`config.mk`:
```
export PLATFORM = sky130hd
export DESIGN_NAME = cva6_ptw_sv32_lite
export DESIGN_NICKNAME = d
export VERILOG_FILES = /design/src/rtl/cva6_ptw_sv32_lite.sv
export SDC_FILE = /design/constraint.sdc
export NUM_CORES = 1
export LEC_CHECK = 0
export CORE_UTILIZATION = 47
export CTS_BUF_LIST = sky130_fd_sc_hd__clkbuf_4 sky130_fd_sc_hd__clkbuf_8 sky130_fd_sc_hd__clkbuf_16
export DETAILED_ROUTE_END_ITERATION = 10
export GPL_ROUTABILITY_DRIVEN = 0
export PLACE_DENSITY_LB_ADDON = 0.2
export SLEW_MARGIN = 15
export SYNTH_ARGS = -nofsm -noshare
export SYNTH_HDL_FRONTEND = slang
export SYNTH_SLANG_ARGS = --single-unit
```
`constraint.sdc`:
```
create_clock -name clk_i -period 2.3 [get_ports clk_i]
set_clock_uncertainty 0.05 [all_clocks]
set_input_delay 0.46 -clock clk_i [delete_from_list [all_inputs] [get_ports clk_i]]
set_output_delay 0.46 -clock clk_i [all_outputs]
set_load 0.05 [all_outputs]
```
`src/rtl/cva6_ptw_sv32_lite.sv`:
```
// Sv32 two-level page-table walker. It takes one TLB miss at a time, reads PTEs through a
// single-outstanding memory port, and then emits a one-cycle TLB update or a page-fault pulse.
module cva6_ptw_sv32_lite #(
    parameter int ASID_W = 9
) (
    input  logic              clk_i,
    input  logic              rst_ni,
    input  logic              flush_i,
    input  logic [21:0]       satp_ppn_i,
    input  logic [ASID_W-1:0] asid_i,
    input  logic              miss_valid_i,
    output logic              miss_ready_o,
    input  logic [31:0]       miss_vaddr_i,
    output logic              mem_req_valid_o,
    input  logic              mem_req_ready_i,
    output logic [33:0]       mem_req_addr_o,
    input  logic              mem_rsp_valid_i,
    input  logic [31:0]       mem_rsp_data_i,
    output logic [62:0]       update_o,
    output logic              fault_o,
    output logic [31:0]       fault_vaddr_o
);

    // Handshakes: a request transfers on a cycle where mem_req_valid_o && mem_req_ready_i;
    // once valid is raised, the address holds until that transfer or until flush_i aborts it.
    // A miss transfers on a cycle where miss_valid_i && miss_ready_o && !flush_i.
    typedef enum logic [2:0] {
        S_IDLE, S_REQ1, S_WAIT1, S_REQ0, S_WAIT0, S_UPDATE, S_FAULT, S_DRAIN
    } state_e;

    state_e      state_q, state_d;
    logic [31:0] vaddr_q, vaddr_d;
    logic [8:0]  asid_q, asid_d;
    logic [33:0] addr_q, addr_d;
    logic [61:0] payload_q, payload_d;
    logic [31:0] fault_vaddr_q, fault_vaddr_d;

    logic pte_invalid, pte_leaf, pte_misaligned;

    // V=0, or the reserved W-without-R encoding.
    assign pte_invalid    = !mem_rsp_data_i[0] || (!mem_rsp_data_i[1] && mem_rsp_data_i[2]);
    assign pte_leaf       = mem_rsp_data_i[1] || mem_rsp_data_i[3];
    assign pte_misaligned = (mem_rsp_data_i[19:10] != 10'd0);

    always_comb begin
        state_d       = state_q;
        vaddr_d       = vaddr_q;
        asid_d        = asid_q;
        addr_d        = addr_q;
        payload_d     = payload_q;
        fault_vaddr_d = fault_vaddr_q;

        case (state_q)
            S_IDLE: begin
                if (miss_valid_i && !flush_i) begin
                    vaddr_d = miss_vaddr_i;
                    asid_d  = 9'(asid_i);
                    addr_d  = {satp_ppn_i, miss_vaddr_i[31:22], 2'b00};
                    state_d = S_REQ1;
                end
            end
            S_REQ1, S_REQ0: begin
                if (mem_req_ready_i) begin
                    // An accepted request always gets a response, so a flush must drain it.
                    if (flush_i)              state_d = S_DRAIN;
                    else if (state_q == S_REQ1) state_d = S_WAIT1;
                    else                      state_d = S_WAIT0;
                end else if (flush_i) begin
                    state_d = S_IDLE;
                end
            end
            S_WAIT1: begin
                if (flush_i) begin
                    state_d = mem_rsp_valid_i ? S_IDLE : S_DRAIN;
                end else if (mem_rsp_valid_i) begin
                    if (pte_invalid || (pte_leaf && pte_misaligned)) begin
                        fault_vaddr_d = vaddr_q;
                        state_d       = S_FAULT;
                    end else if (pte_leaf) begin
                        payload_d = {1'b1, vaddr_q[31:12], asid_q, mem_rsp_data_i};
                        state_d   = S_UPDATE;
                    end else begin
                        addr_d  = {mem_rsp_data_i[31:10], vaddr_q[21:12], 2'b00};
                        state_d = S_REQ0;
                    end
                end
            end
            S_WAIT0: begin
                if (flush_i) begin
                    state_d = mem_rsp_valid_i ? S_IDLE : S_DRAIN;
                end else if (mem_rsp_valid_i) begin
                    if (pte_invalid || !pte_leaf) begin
                        fault_vaddr_d = vaddr_q;
                        state_d       = S_FAULT;
                    end else begin
                        payload_d = {1'b0, vaddr_q[31:12], asid_q, mem_rsp_data_i};
                        state_d   = S_UPDATE;
                    end
                end
            end
            S_UPDATE, S_FAULT: state_d = S_IDLE;
            S_DRAIN: begin
                if (mem_rsp_valid_i) state_d = S_IDLE;
            end
            default: state_d = S_IDLE;
        endcase
    end

    always_ff @(posedge clk_i) begin
        if (!rst_ni) begin
            state_q       <= S_IDLE;
            vaddr_q       <= '0;
            asid_q        <= '0;
            addr_q        <= '0;
            payload_q     <= '0;
            fault_vaddr_q <= '0;
        end else begin
            state_q       <= state_d;
            vaddr_q       <= vaddr_d;
            asid_q        <= asid_d;
            addr_q        <= addr_d;
            payload_q     <= payload_d;
            fault_vaddr_q <= fault_vaddr_d;
        end
    end

    assign miss_ready_o    = (state_q == S_IDLE);
    assign mem_req_valid_o = (state_q == S_REQ1) || (state_q == S_REQ0);
    assign mem_req_addr_o  = addr_q;
    assign update_o        = {(state_q == S_UPDATE), payload_q};
    assign fault_o         = (state_q == S_FAULT);
    assign fault_vaddr_o   = fault_vaddr_q;

endmodule

```
# Yosys cells after proc, flatten, opt, wreduce, memory -nomap -nowiden
# Cells that the tools add are included.
# op_classes
addsub,0
n_mul,0
div_mod_pow,0
order_cmp,0
eq_ne,22
shift,0
n_mux,36
n_bitwise,0
reduce_logical,23
# op_table
cell,n
$mux W62,7
$mux W32,6
$mux W34,5
$pmux W62 S2,1
$pmux W34 S2,1
$pmux W32 S2,1
$mux W3,13
$ne A2 B2 Y1 const B,11
$pmux W3 S6,1
$eq A3 B3 Y1 const B,4
$reduce_bool A10 Y1,1
$ne A3 B3 Y1 const B,3
$reduce_and A8 Y1,1
$reduce_and A7 Y1,1
$eq A3 B2 Y1 const B,2
$reduce_and A6 Y1,1
$logic_or A1 B1 Y1,5
$reduce_and A5 Y1,1
$logic_not A1 Y1,4
$reduce_bool A2 Y1,2
$reduce_or A2 Y1,2
$eq A3 B1 Y1 const B,1
$logic_and A1 B1 Y1,3
$logic_not A3 Y1,1
other kinds (3),3
# word_totals
regBits,172
latchBits,0
mem_bits_rw,0
romBits,0
input_bits,101
output_inout_bits,132
word_cells,87
mem_count,0

# Longest topological paths before layout
# logic_depth
depth_word,8
ltp_mapped,8
mapped_depth_nobuf,5

# Worst setup path after synthesis
# OpenSTA, ideal clock, no wires.
# synth_path
kind,register to register
startpoint,register state_q[0]
endpoint,register state_q[2]
setup_ps,115
t_arrival_ps,2046
required_time_ps,2135
setup_slack_ps,90
stages_incl_launch_ff,6
path_buffers,1
synth_period_minus_slack_ps,2210
cell_sequence,dfxtp_1 > clkbuf_1 > nor2b_1 > a211oi_1 > o21a_1 > o21a_1
# synth_via
elab_chain_cells,5
elab_cells_between_ends,20
cone_classes,12 x eq/ne; 4 x mux; 4 x reduce/logical
# synth_lines
element,line,source
start: declaration,31,"state_e state_q, state_d;"
start signal: assignment,118,state_q <= state_d;
$eq A3 B1 Y1,"53, 66",
$mux W3,66,else if (state_q == S_REQ1) state_d = S_WAIT1;
$mux W3,65,if (flush_i) state_d = S_DRAIN;
$mux W3,63,if (mem_req_ready_i) begin
$pmux W3 S6,53,case (state_q)
# Parallel ways exist; a longest one is shown, timed or not.
# A chain may end at the register's enable or synchronous reset.

# Final worst setup path
# layout_path
startpoint,input mem_rsp_data_i[1]
endpoint,"register fault_vaddr_q[13], in the netlist fault_vaddr_o[13]"
# layout_via
elab_chain_cells,6
elab_cells_between_ends,11
cone_classes,2 x eq/ne; 9 x reduce/logical
# layout_lines
element,line,source
start: declaration,18,"input logic [31:0] mem_rsp_data_i,"
$logic_not A1 Y1,41,assign pte_invalid = !mem_rsp_data_i[0] || (!mem_rsp_data_i[1] && mem_rsp_data_i[2]);
$logic_and A1 B1 Y1,41,
$logic_or A1 B1 Y1,41,
$logic_or A1 B1 Y1 (on tied branches),"92, 76",
$ne A2 B2 Y1 (no source line),-,
$reduce_and A7 Y1 (no source line) (*),-,
end signal: assignment,123,fault_vaddr_q <= fault_vaddr_d;
end: declaration,36,"logic [31:0] fault_vaddr_q, fault_vaddr_d;"
# Mark *: on every way between the ends. The rest lies on a longest branch, timed or not.

==> metrics.txt <==
status completed; Final period util 0.9635; Post-Synthesis Cells 818; # H-tree levels 4; all-layer global routing usage 0.2697; Max Cap Viol 0; Cell variety after synth 42; top cell type's share of synthesized area 0.4642; vias in the first global route 6413; Max IR drop VDD 0.0005222 V; WHS 0.3617 ns; number of diodes 0; asr flop ratio synth 0; Syn-to-layout area delta 47.34%; main flop type after synthesis dfxtp_1; Power per Cell Area 932.4 nW/µm²; TritonRoute pass-1 iters 5; Cell Area, Placed 10150 µm²; port bufs 230; CP endpoint kind flip-flop; Worst slew margin 0.6185; chip width 126.9 µm; ANT nets after route 0; Post-DP HPWL 14670 µm; final net count 1145; Final Hold Violating Endpoints 0; fmax 0.4512 GHz; CTS Hold Bufs 0; commonest non-fill, non-tap cell in the layout clkdlybuf4s50_1; synthesized area per cell 8.963 µm²; #FFs+latches synth 170; ratio of cells with drive above 1 in the final layout 0.09934; Max clock buf depth 2; Multi-input gate area 3560 µm²; final instance area 10800 µm²; CP most frequent cell buf_4; Starting Density 0.4823; row count 45; CP Data Arrival Time 2.53 ns; commonest non-fill, non-tap cells in the layout clkdlybuf4s50_1, dfxtp_1, nand2_1; total clock sinks 170; Area contributors post-synth dfxtp_1, a21boi_1, mux2i_1, nand2_1, nand3_1; vias per inst 5.502; reg2reg setup slack 0.12 ns; post-synthesis cell area 7332 µm²; Setup Viol. Count Final 0; worst hold path class input port to flip-flop; via count 6850; FILL cells 1176; number of synthesized flops with an enable pin 0; crit path kind input port to flip-flop; Pleak 0.004302 µW; DR DRC count 0; crit path max-delay cell type clkdlybuf4s50_1; # IOs 233; setup TNS 0 ns; final slew viol count 0; Worst setup SP type input port; Die H 126.9 µm; worst-path cell chain clkdlybuf4s50_1 > buf_4 > o21ai_0 > buf_4 > nor2_1 > a2111oi_4 > buf_4 > clkbuf_16 > mux2i_1; post-synthesis sequential area ratio 0.4642; largest incremental delay on the critical path 0.48 ns; Worst-path clk slew 0.07 ns; worst skew pair latency 0.44 ns; total CTS buffers 17; initial antenna violation count 0; post-synth top area cell dfxtp_1; drt total wl 21810 µm; Root Buffer clkbuf_16; initial DRC count 432; die footprint 16100 µm²; total core area 15200 µm²; Worst Tran Pin Value 0.5704 ns; post-layout minimum cycle time 2.216 ns; TritonCTS clock tree done; first-pass GRT wire length 33950 µm; register area 3403 µm²; Ys Warns 0; CP max FO 14; Critical Path RT 2.62 ns; largest net degree at the start of global routing 62; gr ovfl total 0; per-cell routed wire length 17.52 µm
-- repair_timing --
action / 4_1_cts / 5_1_grt
gates resized for setup: 0 / 6
setup endpoints to repair: 0 / 98
setup buffers: 0 / 1
-- metrics by stage --
| step | worst slack, ns | power (µW) | cells | util |
|---|---|---|---|---|
| after global placement | -0.4137 | 7106 | 1211 | 0.6674 |
| after floorplan | 0.08962 | 5684 | 819 | - |
| after CTS | 0.01951 | 10060 | 1243 | 0.7072 |
| after detailed placement | -0.3986 | 7134 | 1211 | 0.6674 |
| final | 0.08385 | 10070 | 1245 | 0.7106 |
| after global routing | -0.002152 | 10480 | 1245 | 0.7106 |
-- cell families after synthesis --
kind of cell	Yosys count	share of synthesized area
mux	64	0.08737
flops	170	0.4642
simple gates	280	0.1725
buf+inv	82	0.05785
compound gates	221	0.2176
other cells	1	0.0005115
-- cells in the mapped netlist, drive strengths merged, types with 4 or more instances --
| cell | n |
|---|---|
| a21boi | 101 |
| a31oi | 5 |
| buf | 39 |
| clkbuf | 42 |
| dfxtp | 170 |
| mux2i | 64 |
| nand2 | 152 |
| nand2b | 5 |
| nand3 | 94 |
| nor2 | 6 |
| nor2b | 7 |
| o211a | 33 |
| o21a | 4 |
| o21ai | 65 |
-- worst paths after layout --
path / start / endpoint / cells past startpoint
worst max register to register: state_q[0] / payload_q[61] / 6
worst min register to register: asid_q[3] / asid_q[3] / 2
worst min-delay path: mem_rsp_data_i[3] / payload_q[3] / 3
worst max-delay path: mem_rsp_data_i[1] / fault_vaddr_o[13] / 9
-- flip-flops by register name (all words and copies together), names as in the netlist --
register	cells
mem_req_addr_o	32
vaddr_q	32
state_q	3
fault_vaddr_o	32
payload_q	62
asid_q	9
-- layer usage --
layer  routed length [µm]  GRT usage  up-vias
li1                     -          -     3311
met3                 1722    0.07887       40
met1                 9433     0.3477     3238
met2                10150     0.4279      261
met4                  507    0.09874        0
met5                    0          0        -
-- layout make-up --
type                            instances  share of cell area
Tap cell                              188             0.02177
Sequential cell                       170              0.3150
Multi-Input combinational cell        567              0.3295
Inverter                                1           0.0003475
Clock inverter                         13             0.01413
Clock buffer                           19             0.04193
Timing Repair Buffer                  287              0.2773
-- critical path, delay by kind of cell --
family                 cells  cell delay [ns]
multiplexers               1             0.21
buffers and inverters      5             1.23
AO/OA/AOI/OAI              2             0.54
AND/OR/NAND/NOR            1             0.07
-- power by group --
part / total (µW) / internal (µW) / switching, µW
logic: 3720 / 1510 / 2210
clock network: 2950 / 1690 / 1260
registers: 3410 / 3230 / 177
Note: power is estimated with default switching activity, not from simulation.
